### config.mk
export PLATFORM = sky130hd
export DESIGN_NAME = hazard_ctrl
export DESIGN_NICKNAME = d
export VERILOG_FILES = /design/src/rtl/hazard_ctrl.sv
export SDC_FILE = /design/constraint.sdc
export NUM_CORES = 1
export LEC_CHECK = 0
export BUFFER_PORTS_ARGS = -buffer_cell sky130_fd_sc_hd__buf_4
export CAP_MARGIN = 10
export CORE_MARGIN = 2
export CORE_UTILIZATION = 49
export CTS_CLUSTER_DIAMETER = 50
export CTS_CLUSTER_SIZE = 12
export DETAILED_ROUTE_END_ITERATION = 7
export PLACE_DENSITY = 0.8
export SYNTH_ARGS = -nofsm -noshare
export SYNTH_HDL_FRONTEND = slang
export SYNTH_SLANG_ARGS = --single-unit
### constraint.sdc
create_clock -name clk_i -period 2.8 [get_ports clk_i]
set_clock_uncertainty 0.15 [all_clocks]
set_input_delay 0.28 -clock clk_i [delete_from_list [all_inputs] [get_ports clk_i]]
set_output_delay 0.28 -clock clk_i [all_outputs]
set_load 0.02 [all_outputs]
### src/rtl/hazard_ctrl.sv
// Pipeline hazard controller: load-use, redirect, multi-cycle mul/div and memory-busy
// handling for a 5-stage pipeline, plus saturating stall/flush performance counters.
module hazard_ctrl #(
  parameter int unsigned CNT_W = 16
) (
  input  logic             clk_i,
  input  logic             rst_ni,
  input  logic [4:0]       id_rs1_i,
  input  logic [4:0]       id_rs2_i,
  input  logic             id_rs1_used_i,
  input  logic             id_rs2_used_i,
  input  logic [4:0]       ex_rd_i,
  input  logic             ex_mem_read_i,
  input  logic             ex_redirect_i,
  input  logic             ex_md_start_i,
  input  logic             md_done_i,
  input  logic             mem_busy_i,
  output logic             pc_stall_o,
  output logic [1:0]       if_id_mode_o,
  output logic [1:0]       id_ex_mode_o,
  output logic [1:0]       ex_mem_mode_o,
  output logic [1:0]       mem_wb_mode_o,
  output logic [CNT_W-1:0] stall_cnt_o,
  output logic [CNT_W-1:0] flush_cnt_o
);

  typedef enum logic {RUN, MD_WAIT} state_e;

  localparam logic [1:0] MODE_PASS  = 2'b00;
  localparam logic [1:0] MODE_FLUSH = 2'b01;
  localparam logic [1:0] MODE_STALL = 2'b10;

  state_e           state_q, state_d;
  logic             done_pend_q, done_pend_d;
  logic [CNT_W-1:0] stall_cnt_q, stall_cnt_d;
  logic [CNT_W-1:0] flush_cnt_q, flush_cnt_d;

  logic load_use;
  logic flush_act;

  always_comb begin
    load_use = ex_mem_read_i && (ex_rd_i != 5'd0) &&
               ((id_rs1_used_i && (id_rs1_i == ex_rd_i)) ||
                (id_rs2_used_i && (id_rs2_i == ex_rd_i)));
  end

  // NOTE: every output of this block gets a default first, so no path leaves one
  // unassigned and no latch is inferred.
  always_comb begin
    pc_stall_o    = 1'b0;
    if_id_mode_o  = MODE_PASS;
    id_ex_mode_o  = MODE_PASS;
    ex_mem_mode_o = MODE_PASS;
    mem_wb_mode_o = MODE_PASS;
    flush_act     = 1'b0;
    // Held in reset the pipeline must see plain pass-through regardless of inputs.
    if (!rst_ni) begin
      pc_stall_o = 1'b0;
    end else if (mem_busy_i) begin
      pc_stall_o    = 1'b1;
      if_id_mode_o  = MODE_STALL;
      id_ex_mode_o  = MODE_STALL;
      ex_mem_mode_o = MODE_STALL;
      mem_wb_mode_o = MODE_STALL;
    end else if (state_q == MD_WAIT) begin
      // The mul/div occupies EX: hold the front, drain a bubble into MEM.
      pc_stall_o    = 1'b1;
      if_id_mode_o  = MODE_STALL;
      id_ex_mode_o  = MODE_STALL;
      ex_mem_mode_o = MODE_FLUSH;
    end else if (ex_redirect_i) begin
      if_id_mode_o = MODE_FLUSH;
      id_ex_mode_o = MODE_FLUSH;
      flush_act    = 1'b1;
    end else if (load_use) begin
      pc_stall_o   = 1'b1;
      if_id_mode_o = MODE_STALL;
      id_ex_mode_o = MODE_FLUSH;
    end
  end

  always_comb begin
    state_d     = state_q;
    done_pend_d = done_pend_q;
    unique case (state_q)
      RUN: begin
        if (ex_md_start_i && !md_done_i && !mem_busy_i) state_d = MD_WAIT;
      end
      MD_WAIT: begin
        if (mem_busy_i) begin
          // A completion seen while frozen is remembered until the freeze lifts.
          if (md_done_i) done_pend_d = 1'b1;
        end else if (md_done_i || done_pend_q) begin
          state_d     = RUN;
          done_pend_d = 1'b0;
        end
      end
      default: state_d = RUN;
    endcase

    stall_cnt_d = stall_cnt_q;
    flush_cnt_d = flush_cnt_q;
    if (pc_stall_o && (stall_cnt_q != '1)) stall_cnt_d = stall_cnt_q + CNT_W'(1);
    if (flush_act && (flush_cnt_q != '1)) flush_cnt_d = flush_cnt_q + CNT_W'(1);
  end

  // NOTE: sequential state uses non-blocking assignments so all flops update
  // together from values sampled before the edge.
  always_ff @(posedge clk_i or negedge rst_ni) begin
    if (!rst_ni) begin
      state_q     <= RUN;
      done_pend_q <= 1'b0;
      stall_cnt_q <= '0;
      flush_cnt_q <= '0;
    end else begin
      state_q     <= state_d;
      done_pend_q <= done_pend_d;
      stall_cnt_q <= stall_cnt_d;
      flush_cnt_q <= flush_cnt_d;
    end
  end

  assign stall_cnt_o = stall_cnt_q;
  assign flush_cnt_o = flush_cnt_q;

endmodule

## Yosys cells after proc, flatten, opt, wreduce, memory -nomap -nowiden

Index checks and enable logic that the tools add are counted.

| operators by class | value |
|---|---|
| $mul | 0 |
| $add $sub $neg | 2 |
| bitwise logic cells | 1 |
| shifts and indexed selects | 0 |
| $lt $le $gt $ge | 0 |
| muxes and demuxes | 31 |
| divide/modulo/power cells | 0 |
| reduce and logical (&&, ||, !) cells | 15 |
| equal/unequal tests | 5 |

Operator list:

| cell | count |
|---|---|
| $add A16 B1 Y16 const B | 2 |
| $ne A16 B16 Y1 const B | 2 |
| $mux W2 | 12 |
| $mux W1 | 18 |
| $eq A5 B5 Y1 | 2 |
| $logic_and A1 B1 Y1 | 8 |
| $reduce_bool A5 Y1 | 1 |
| $reduce_and A3 Y1 | 1 |
| $logic_not A1 Y1 | 2 |
| $logic_or A1 B1 Y1 | 2 |
| $ne A2 B2 Y1 const B | 1 |
| $pmux W1 S2 | 1 |
| $reduce_bool A2 Y1 | 1 |
| $not A1 Y1 | 1 |

| storage, ports and cells | value |
|---|---|
| flip-flop bits (word level) | 34 |
| bits in writable memories | 0 |
| input port bits | 24 |
| output and inout bits | 41 |
| logic and storage cells | 58 |
| memories | 0 |
| latch bits | 0 |
| memory bits (read-only) | 0 |

## Depth between registers and ports, before layout

Gate-level depths: netlist of the first run.

| depth | value |
|---|---|
| depth after elaboration | 10 |
| mapped depth | 8 |
| mapped depth without buffers | 7 |

## Least setup slack after synthesis of the first run

Ideal clock, no wire load.

| timing path | value |
|---|---|
| path kind | reg2reg |
| start | reg stall_cnt_q[0], in the netlist stall_cnt_o[0] |
| end | reg stall_cnt_q[1], in the netlist stall_cnt_o[1] |
| clock period less this slack | 2.171 ns |
| data arrival time | 1.893 ns |
| path buffers | 1 |
| setup time | 0.128 ns |
| data required time | 2.522 ns |
| stages on the path, launching flop included | 8 |
| path slack | 0.629 ns |
| cell sequence | dfrtp_1 > ha_1 > and2_1 > nand3_1 > or3_1 > clkbuf_1 > nand2_1 > mux2_1 |

| on the way | value |
|---|---|
| cells in the longest elaborated chain, start to end | 2 |
| elaborated cells on any way between the ends | 3 |
| those cells by class | add/sub (1); eq/ne (1); reduce/logical (1) |

Ends and longest elaborated chain:

| element | line | text |
|---|---|---|
| from (decl) | 35 | `logic [CNT_W-1:0] stall_cnt_q, stall_cnt_d;` |
| from (signal assigned) | 118 | `stall_cnt_q <= stall_cnt_d;` |
| parallel branches: the longest is 2 deep, another holds $add A16 B1 Y16 | -- |  |

Parallel ways; which one is timed is not known.
A chain may end at the register's enable or synchronous reset.

## Final worst setup path of the first run

| timing path | value |
|---|---|
| start | in rst_ni |
| end | out pc_stall_o |

| on the way | value |
|---|---|
| cells in the longest elaborated chain, start to end | 1 |

Ends and longest elaborated chain:

| element | line | text |
|---|---|---|
| from (decl) | 7 | `input logic rst_ni,` |
| $mux W1 | 57 | `if (!rst_ni) begin` |
| to (decl) | 18 | `output logic pc_stall_o,` |

Every way passes these cells.

==> results of run 1 <==
[logic make-up (layout without fill, tap and decap cells)]
group | after synthesis | in the layout | share of synthesized area (%)
AOI/OAI and AO/OA | 11 | 11 | 5.245
xor gates and xnor gates | 38 | 38 | 18.85
adders and majority gates | 2 | 2 | 1.417
buffers and inverters | 11 | 82 | 3.401
DFF | 34 | 34 | 48.19
muxes | 3 | 3 | 1.913
other | 1 | 1 | 0.2124
and+or+nand+nor | 69 | 69 | 20.77
[cell usage in the layout, fill, tap and decap left out, drive strengths merged]
master and n:
clkbuf 6, or4 1, and2 2, nor2 10, a32oi 1, and3 7
o21a 1, clkinvlp 1, mux2 3, clkinv 1, and4 2, o41ai 1
inv 6, o211a 1, nor3 2, ha 2, a2111oi 1, nand2b 1
nor4 3, dfrtp 34, nand4 11, o21ai 3, nand3b 2, xnor2 25
or3 1, dlygate4sd3 1, nand2 12, a21oi 3, buf 67, nand3 15
xor2 13, conb 1
[layer usage]
layer  GRT usage, %  up-vias
met5              0        -
met4          8.424        0
li1               -      732
met3          4.401        8
met1          25.52      713
met2          36.07       35
[critical path: cells and delay by family]
kind,cells,cell delay (ns)
AOI/OAI and AO/OA,1,0.61
buffers and inverters,4,1.14
[registers in the layout, indices dropped and copies added, names as in the netlist]
| register | cells |
|---|---|
| done_pend_q | 1 |
| state_q | 1 |
| stall_cnt_o | 16 |
| flush_cnt_o | 16 |
[final timing paths]
| kind | start | endpoint | slack, ns | cells after the start |
|---|---|---|---|---|
| max | rst_ni | pc_stall_o | 0.34 | 5 |
| min | ex_md_start_i | state_q | 0.02 | 3 |
| max reg2reg | stall_cnt_o[7] | stall_cnt_o[9] | 0.59 | 6 |
| min reg2reg | flush_cnt_o[5] | flush_cnt_o[5] | 0.35 | 1 |
| max in group asynchronous | rst_ni | stall_cnt_o[7] | 1.81 | 3 |
| min in group asynchronous | rst_ni | flush_cnt_o[3] | 0.17 | 2 |
[power groups by stage]
stage | logic [uW] | registers [uW] | clock network, uW
detailed placement | 457 | 688 | 0
CTS | 458 | 681 | 300
finish | 452 | 680 | 292
floorplan | 164 | 762 | 0
global route | 493 | 701 | 321
global placement | 446 | 686 | 0
[stage by stage]
step	utilization [%]	cell area, um^2	cells
2_1_floorplan	-	1765	169
3_3_place_gp	67.52	2288	277
3_5_place_dp	67.52	2288	277
4_1_cts	69.69	2362	286
5_1_grt	69.69	2362	286
6_report	69.69	2362	286
[what timing repair did]
item | in CTS | in global routing
hold endpoints to repair | 34 | 0
hold buffers | 1 | 0
setup endpoints to repair | 0 | 0
[layout make-up]
class | instances | area, um^2 | share of cell area [%]
multi-input combinational | 124 | 854.6 | 36.18
sequential | 34 | 850.8 | 36.02
timing repair buffer | 68 | 513.0 | 21.72
tap | 46 | 57.56 | 2.436
clock buffer | 6 | 51.30 | 2.172
inverter | 6 | 22.52 | 0.9534
clock inverter | 2 | 12.51 | 0.5297
==> impl_results.md, run 1 <==
- Outcome: completed
- Total number of H-tree levels: 2
- Setup TNS after final layout: 0 ns
- Portion of total power attributed to combinational logic: 31.7%
- Most used flip-flop cell after synthesis: sky130_fd_sc_hd__dfrtp_1
- Number of optimization iterations in the first detailed-route pass: 4
- Worst hold slack after final layout: 0.01755 ns
- Synth area leader: sky130_fd_sc_hd__dfrtp_1
- Die outline width: 64.03 um
- Overall die area: 0.004099 mm^2
- Final Max Tran Viols: 0
- Period minus WS final: 2.462 ns
- Top cell by count, worst path: sky130_fd_sc_hd__buf_4
- CTS max path bufs: 2
- Antenna violation net count after detailed routing: 0
- Global route total overflow: 0
- Wire length of the first global-routing pass: 6713 um
- Count of distinct cell types in the synthesized netlist: 33
- Worst Path Required: between 2 and 2.5 ns
- Met3 routed WL: 172 um
- Crit share post-route: 87.92%
- Worst setup SP type: input port
- Endpoint kind of the worst setup timing path: primary output
- Overall via count from detail_route: 1488
- Number of antenna violations at the first check in global routing: 0
- Total of buffers placed on input and output ports: 63
- Switching share of power: 35.69%
- Number of failing hold endpoints at the final stage: 0
- Post-CTS Resized: 0
- Static Leakage: 0.001168 uW
- Count of maximum capacitance violations: 0
- Delay of the slowest cell on the worst path: 0.61 ns
- Met2 wirelength from detailed routing: 1844 um
- Height of the die: approximately 64 um
- Number of synthesized flops with an enable pin: 0
- Portion of total power attributed to sequential cells: 47.8%
- Highest metal used: met4
- # fillers: approximately 270
- Dominant cell by count in the synthesized netlist: sky130_fd_sc_hd__dfrtp_1
- Post-CTS setup-driven buffer insertion count: 0
- Antenna cell count: 0
- Min-delay worst type: in -> reg
- Post-synthesis average cell area: around 10 um^2
- Highest achievable clock rate: 0.4062 GHz
- Top cells by count, synth: sky130_fd_sc_hd__dfrtp_1 (34), sky130_fd_sc_hd__xnor2_1 (25), sky130_fd_sc_hd__nand3_1 (15)
- HPWL after detailed placement: 2944 um
- Unrepaired setup endpoints after global routing: false
- Flops & latches, synth: 34
- Vias in the first global route: 1514
- Routability congestion estimate from global placement: ~0.8
- Critical path arrival: 2.03 ns
- Cell Pwr Density: between 600 and 700 mW/mm^2
- Growth of design area from synthesis to finish: 33.81%
- Cell internal power dissipation: 915.5 uW
- Total power of the final layout: 1424 uW
- Initial core utilization: 52.09%
- Via count normalized by instance count: 5.203
- Final setup vio count: 0
- Top area cells in the synthesized netlist: sky130_fd_sc_hd__dfrtp_1 (48%), sky130_fd_sc_hd__xnor2_1 (12%), sky130_fd_sc_hd__xor2_1 (6.4%), sky130_fd_sc_hd__nand3_1 (4.3%), sky130_fd_sc_hd__nand4_1 (3.9%)
- Clock tree sinks: 34
- I/O pin count: 65
- Clock tree from TritonCTS: done
- Synthesis warning total: 0
- Global-route usage over all layers: 20.98%
- Peak fanout along the critical path: 19
- Clock latency reported for the late side of the worst-skew pair: roughly 0.35 ns
- Slew of the pin with the lowest slew margin: 0.5818 ns
- Pin count of the biggest net entering global routing: 22
- Clock share of power: 20.5%
- Sw power: 508.0 uW
- DRC viols: 0
- Root Buffer: sky130_fd_sc_hd__clkbuf_4
- Worst Setup Path Type: in -> out
- Floorplan core area: 0.003390 mm^2
- Cell breakdown of the critical path: dlygate4sd3_1, buf_4, inv_1, o41ai_4, buf_4
- Final nets: 265
- Routed length on met1: 1639 um
- Maximum resistive drop on vdd: 0.5115 mV
- Reg clk slew, reported paths: 0.10 ns
- Mapped Cells: about 170
- Number of placement rows: 21
- Nets in the synthesized netlist: 195
- Routed Wire Length: 3730 um
- Synthesized cell area: 0.001765 mm^2
- Sequential element share of the synthesized area: 48.19%
- Fraction of layout instances using a drive strength above 1: 32.92%
- Least setup slack across all paths after layout: 0.3382 ns
- Iteration-0 DRC count of the detailed router: 36
- Total CTS buffers: 5
- Routed wire length per instance: about 13 um
- Worst max-slew margin expressed relative to the limit: around 61%
- Synth async-reset ratio: 100.0%
- Share of the synthesized area in the top cell type: 48.19%
- Cell with the largest stage delay on the worst path: sky130_fd_sc_hd__o41ai_4
- Worst slack, placed: roughly 0.36 ns
Note: power is estimated with default switching activity, not from simulation.
==> run 2: changes to the inputs <==
--- a/config.mk
+++ b/config.mk
@@ -7,12 +7,14 @@
 export LEC_CHECK = 0
 export BUFFER_PORTS_ARGS = -buffer_cell sky130_fd_sc_hd__buf_4
 export CAP_MARGIN = 10
+export CELL_PAD_IN_SITES_DETAIL_PLACEMENT = 1
+export CELL_PAD_IN_SITES_GLOBAL_PLACEMENT = 2
 export CORE_MARGIN = 2
-export CORE_UTILIZATION = 49
+export CORE_UTILIZATION = 29
 export CTS_CLUSTER_DIAMETER = 50
 export CTS_CLUSTER_SIZE = 12
 export DETAILED_ROUTE_END_ITERATION = 7
-export PLACE_DENSITY = 0.8
+export PLACE_DENSITY = 0.88
 export SYNTH_ARGS = -nofsm -noshare
 export SYNTH_HDL_FRONTEND = slang
 export SYNTH_SLANG_ARGS = --single-unit
==> run 2 against run 1 <==
Global-route usage down 7.3 points. Via count unchanged. Critical path depth up 1. First-iteration DRC count up 39%. Sequential power about the same. Die area up 64%. Hold slack better by 0.071 ns. Worst setup slack better by 0.086 ns. Core utilization down 29 points. Critical path type unchanged. Largest cell class unchanged. Highest routed layer unchanged.
==> impl_results.md, run 2 (synthesis results as in run 1) <==
- Root Buffer: sky130_fd_sc_hd__clkbuf_8
- Via count normalized by instance count: 4.739
- Height of the die: 82.03 um
- Maximum resistive drop on vdd: 0.2247 mV
- Highest achievable clock rate: 0.4209 GHz
- Floorplan core area: 0.005886 mm^2
- Top cell by count, worst path: sky130_fd_sc_hd__buf_4
- Final nets: 264
- Global-route usage over all layers: 13.72%
- Number of antenna violations at the first check in global routing: 0
- Period minus WS final: 2.376 ns
- Sw power: 507.7 uW
- Portion of total power attributed to combinational logic: 30.3%
- # fillers: roughly 700
- Worst setup SP type: input port
- Pin count of the biggest net entering global routing: 25
- Growth of design area from synthesis to finish: 37.00%
- Utilization of the core after routing: 41.09%
- Antenna violation net count after detailed routing: 0
- Final setup vio count: 0
- Initial core utilization: around 30%
- Count of maximum capacitance violations: 0
- Endpoint kind of the worst setup timing path: primary output
- Clock latency reported for the late side of the worst-skew pair: 0.28 ns
- Portion of total power attributed to sequential cells: around 45%
- Total of buffers placed on input and output ports: 63
- Cell class contributing the biggest share of worst-path delay: buffers and inverters
- DRC viols: 0
- Delay of the slowest cell on the worst path: 0.55 ns
- Clock tree from TritonCTS: done
- Number of placement rows: 28
- Routability congestion estimate from global placement: 0.7120
- Number of optimization iterations in the first detailed-route pass: 4
- Global route total overflow: 0
- Clock tree sinks: 34
- Routed wire length per instance: 13.17 um
- I/O pin count: 65
- Crit share post-route: 84.86%
- Static Leakage: ~0.0012 uW
- Outcome: completed
- Min-delay worst type: in -> reg
- HPWL after detailed placement: about 3300 um
- Iteration-0 DRC count of the detailed router: 50
- Critical path arrival: 1.95 ns
- Final Max Tran Viols: 0
- Total number of H-tree levels: 2
- Cell Pwr Density: around 620 mW/mm^2
- Clock share of power: 24.5%
- Vias in the first global route: ~1600
- Fraction of layout instances using a drive strength above 1: 32.22%
- Die outline width: 82.03 um
- Routed Wire Length: 4135 um
- Slew of the pin with the lowest slew margin: 0.5387 ns
- Number of failing hold endpoints at the final stage: 0
- Worst Path Required: 2.37 ns
- Overall die area: between 0.006 and 0.007 mm^2
- Total CTS buffers: 5
- Most common cell after layout, fill and taps aside: sky130_fd_sc_hd__buf_4
- Cell internal power dissipation: about 990 uW
- Cell breakdown of the critical path: dlygate4sd3_1, buf_4, inv_1, o41ai_4, buf_4, buf_4
- Worst Setup Path Type: in -> out
- Cell with the largest stage delay on the worst path: sky130_fd_sc_hd__dlygate4sd3_1
- Worst max-slew margin expressed relative to the limit: 63.76%
- Overall via count from detail_route: 1488
- Setup TNS after final layout: 0 ns
- CP bufs+invs: 5
- Unrepaired setup endpoints after global routing: false
- Reg clk slew, reported paths: 0.07 ns
- Wire length of the first global-routing pass: 7113 um
- Antenna cell count: 0
- Highest-count cells in the layout ignoring fill and taps: sky130_fd_sc_hd__buf_4 (66), sky130_fd_sc_hd__dfrtp_1 (34), sky130_fd_sc_hd__xnor2_1 (25), sky130_fd_sc_hd__nand3_1 (15), sky130_fd_sc_hd__xor2_1 (13)
- CTS max path bufs: 2
- Peak fanout along the critical path: 17
- Switching share of power: 33.81%
==> run 2: changes by cell type in the layout (fill, tap and decap cells not counted), sizes merged <==
cell      change
clkinvlp      -1
buf           -1
clkbuf        +1
==> run 2: power by group through the flow <==
stage                     logic [uW]  clock network [uW]  registers, uW
final                            455                 368            679
after global placement           450                   0            689
after CTS                        464                 388            680
after global routing             507                 409            698
after detailed placement         462                   0            688
after floorplan                  164                   0            762
==> run 2: area by class of cell <==
type | instances | area, um^2 | area share, %
Multi-Input combinational cell | 124 | 854.6 | 35.33
Tap cell | 75 | 93.84 | 3.880
Clock buffer | 7 | 86.33 | 3.570
Timing Repair Buffer | 67 | 505.5 | 20.90
Clock inverter | 1 | 5.005 | 0.2069
Inverter | 6 | 22.52 | 0.9312
Sequential cell | 34 | 850.8 | 35.18
==> run 2: metrics by stage <==
step / total power [uW] / setup slack [ns] / area [um^2] / hold slack, ns / std cells
after floorplan: 926.3 / 0.6291 / 1765 / -0.1656 / 169
after global placement: 1138 / 0.4735 / 2317 / -0.001493 / 305
after detailed placement: 1150 / 0.4283 / 2317 / 0.0005372 / 305
after CTS: 1532 / 0.4088 / 2419 / 0.08194 / 314
after global routing: 1614 / 0.3123 / 2419 / 0.1141 / 314
final: 1502 / 0.4239 / 2419 / 0.08831 / 314
==> run 2: what timing repair did <==
item	in CTS	in global routing
resized for setup	0	0
buffers inserted	0	0
hold buffers	1	0
hold endpoints to repair	11	0
==> run 2: tightest hold or removal path, cell delays in order <==
cell and delay [ns]:
sky130_fd_sc_hd__buf_4 0.08, sky130_fd_sc_hd__nand3b_1 0.06, sky130_fd_sc_hd__nand2_1 0.06
==> run 2: layer usage <==
metal,track usage (%),vias up,wire [um]
li1,-,722,-
met2,24.23,45,2080
met3,4.725,6,310
met1,15.79,715,1702
met4,3.500,0,42
met5,0,-,0
==> run 2: path summary, 6_finish.rpt <==
kind / start / end / slack, ns / cells after the start
worst min-delay path: ex_md_start_i / state_q / 0.09 / 3
worst max-delay path: rst_ni / if_id_mode_o[1] / 0.42 / 6
worst max register to register: stall_cnt_o[7] / stall_cnt_o[9] / 0.56 / 6
worst min register to register: stall_cnt_o[5] / stall_cnt_o[5] / 0.34 / 1
min in group asynchronous: rst_ni / stall_cnt_o[10] / 0.27 / 2
max in group asynchronous: rst_ni / flush_cnt_o[11] / 1.67 / 3
==> run 3: changes to the inputs <==
--- a/config.mk
+++ b/config.mk
@@ -10,11 +10,11 @@
 export CELL_PAD_IN_SITES_DETAIL_PLACEMENT = 1
 export CELL_PAD_IN_SITES_GLOBAL_PLACEMENT = 2
 export CORE_MARGIN = 2
-export CORE_UTILIZATION = 29
+export CORE_UTILIZATION = 26
 export CTS_CLUSTER_DIAMETER = 50
 export CTS_CLUSTER_SIZE = 12
 export DETAILED_ROUTE_END_ITERATION = 7
-export PLACE_DENSITY = 0.88
+export PLACE_DENSITY = 0.84
 export SYNTH_ARGS = -nofsm -noshare
 export SYNTH_HDL_FRONTEND = slang
 export SYNTH_SLANG_ARGS = --single-unit
==> constraint.sdc (replaced) <==
create_clock -name clk_i -period 2.07 [get_ports clk_i]
set_clock_uncertainty 0.15 [all_clocks]
set_input_delay 0.207 -clock clk_i [delete_from_list [all_inputs] [get_ports clk_i]]
set_output_delay 0.207 -clock clk_i [all_outputs]
set_load 0.02 [all_outputs]
==> run 3 against run 2 <==
Core utilization fell by 1.6 points. Sequential power rose by 35%. Via count rose by 5.6%. Largest power group unchanged. Die area rose by 11%. Clock power rose by 35%. Worst setup slack got worse by 0.37 ns.
==> impl_results.md, run 3 (synthesis results as in run 1) <==
- Outcome: completed
- Die outline width: 86.40 um
- Iteration-0 DRC count of the detailed router: 36
- DRC viols: 0
- Number of placement rows: 30
- Number of failing hold endpoints at the final stage: 0
- Least setup slack across all paths after layout: 0.05649 ns
- Overall via count from detail_route: 1572
- Antenna violation net count after detailed routing: 0
- # fillers: approximately 800
- Crit share post-route: a little over nine tenths
- Growth of design area from synthesis to finish: 49.33%
- Critical path arrival: roughly 1.7 ns
- Clock tree sinks: 34
- Sw power: 706.2 uW
- Final Max Tran Viols: 0
- Via count normalized by instance count: 4.637
- Initial core utilization: 26.42%
- Peak fanout along the critical path: 6
- Global-route usage over all layers: a little over an eighth
- Portion of total power attributed to sequential cells: 43.7%
- Clock latency reported for the late side of the worst-skew pair: 0.28 ns
- Pin count of the biggest net entering global routing: 34
- Total CTS buffers: 5
- Highest achievable clock rate: 0.4966 GHz
- Maximum resistive drop on vdd: 0.3783 mV
- Worst Path Required: 1.71 ns
- I/O pin count: 65
- Cell internal power dissipation: ~1400 uW
- Worst slack, placed: -0.1488 ns
- Final nets: 285
- Total of buffers placed on input and output ports: 63
- Clock share of power: 23.7%
- Static Leakage: 0.001289 uW
- Portion of total power attributed to combinational logic: 32.5%
- Worst Setup Path Type: in -> out
- Setup TNS after final layout: 0 ns
- Clock tree from TritonCTS: done
- Overall die area: between 0.007 and 0.008 mm^2
- Vias in the first global route: 1605
- Endpoint kind of the worst setup timing path: primary output
- Fraction of layout instances using a drive strength above 1: 42.08%
- Total number of H-tree levels: 2
- HPWL after detailed placement: 3463 um
- Floorplan core area: 0.006681 mm^2
- Switching share of power: 33.72%
- Global route total overflow: 0
- CTS max path bufs: 2
- Worst setup SP type: input port
- Wire length of the first global-routing pass: 7645 um
- Antenna cell count: 0
- Routed wire length per instance: roughly 13 um
- Highest-count cells in the layout ignoring fill and taps: sky130_fd_sc_hd__buf_4 (85), sky130_fd_sc_hd__dfrtp_1 (30), sky130_fd_sc_hd__xnor2_1 (25), sky130_fd_sc_hd__nand3_1 (15), sky130_fd_sc_hd__xor2_1 (13)
- Number of optimization iterations in the first detailed-route pass: 4
- Most common cell after layout, fill and taps aside: sky130_fd_sc_hd__buf_4
- Number of antenna violations at the first check in global routing: 0
- Cell Pwr Density: roughly 790 mW/mm^2
- Root Buffer: sky130_fd_sc_hd__clkbuf_8
- Count of maximum capacitance violations: 0
- Routability congestion estimate from global placement: 0.7587
- Reg clk slew, reported paths: 0.07 ns
- Min-delay worst type: in -> reg
- Final setup vio count: 0
- Period minus WS final: about 2.0 ns
- Routed Wire Length: 4552 um
- Height of the die: roughly 86 um
## run 3: metal layers
metal  global-route usage [%]  vias to the layer above  share of wire [%]  wire length, um
li1                         -                      764                  -                -
met1                    16.16                      755                 44             1986
met2                    21.26                       48                 48             2183
met3                    4.857                        5                7.0              319
met4                    4.261                        0                1.4               63
met5                        0                        -                  0                0
## run 3: what timing repair did
action,in CTS,in global routing
gates resized for setup,2,8
pin swaps,2,4
hold buffers,2,0
buffers inserted,2,1
setup endpoints to repair,3,19
endpoints found under the hold margin,34,0
## run 3: final timing paths
| check | start | endpoint | slack (ns) | cells after the start |
|---|---|---|---|---|
| hold reg to reg | flush_cnt_o[15] | flush_cnt_o[15] | 0.36 | 1 |
| setup reg to reg | stall_cnt_o[1] | stall_cnt_o[1] | 0.15 | 6 |
| hold / removal | ex_md_start_i | state_q | 0.009 | 3 |
| setup / recovery | rst_ni | pc_stall_o | 0.06 | 6 |
| min in group asynchronous | rst_ni | done_pend_q | 0.15 | 2 |
| max in group asynchronous | rst_ni | stall_cnt_o[7] | 1.14 | 4 |
## run 3: worst max-delay path: stages
cell                            delay, ns
sky130_fd_sc_hd__dlygate4sd3_1       0.55
sky130_fd_sc_hd__buf_4               0.15
sky130_fd_sc_hd__inv_1               0.08
sky130_fd_sc_hd__o41ai_4             0.38
sky130_fd_sc_hd__buf_6               0.16
sky130_fd_sc_hd__buf_4               0.13
## run 3: stage by stage
stage / util (%) / total power (uW) / instances / cell area [um^2] / hold slack (ns)
4_1_cts: 38.86 / 2123 / 338 / 2596 / 0.0008371
6_report: 39.46 / 2094 / 339 / 2636 / 0.009494
3_3_place_gp: 36.78 / 1572 / 327 / 2457 / -0.1417
3_5_place_dp: 36.78 / 1589 / 327 / 2457 / -0.1398
5_1_grt: 39.46 / 2241 / 339 / 2636 / 0.005957
2_1_floorplan: - / 1258 / 169 / 1773 / -0.2386
## run 3: area by class of cell
class | count | area [um^2] | share of cell area (%)
multi-input combinational | 124 | 892.1 | 33.84
clock buffer | 7 | 86.33 | 3.275
sequential | 34 | 855.8 | 32.46
timing repair buffer | 88 | 679.4 | 25.77
tap | 80 | 100.1 | 3.797
inverter | 6 | 22.52 | 0.8543
## run 3: power groups by stage
stage	registers, uW	logic [uW]	clock network [uW]
after floorplan	1040	223	0
after global placement	925	647	0
after detailed placement	927	662	0
after CTS	917	679	526
after global routing	942	749	550
final	916	681	497
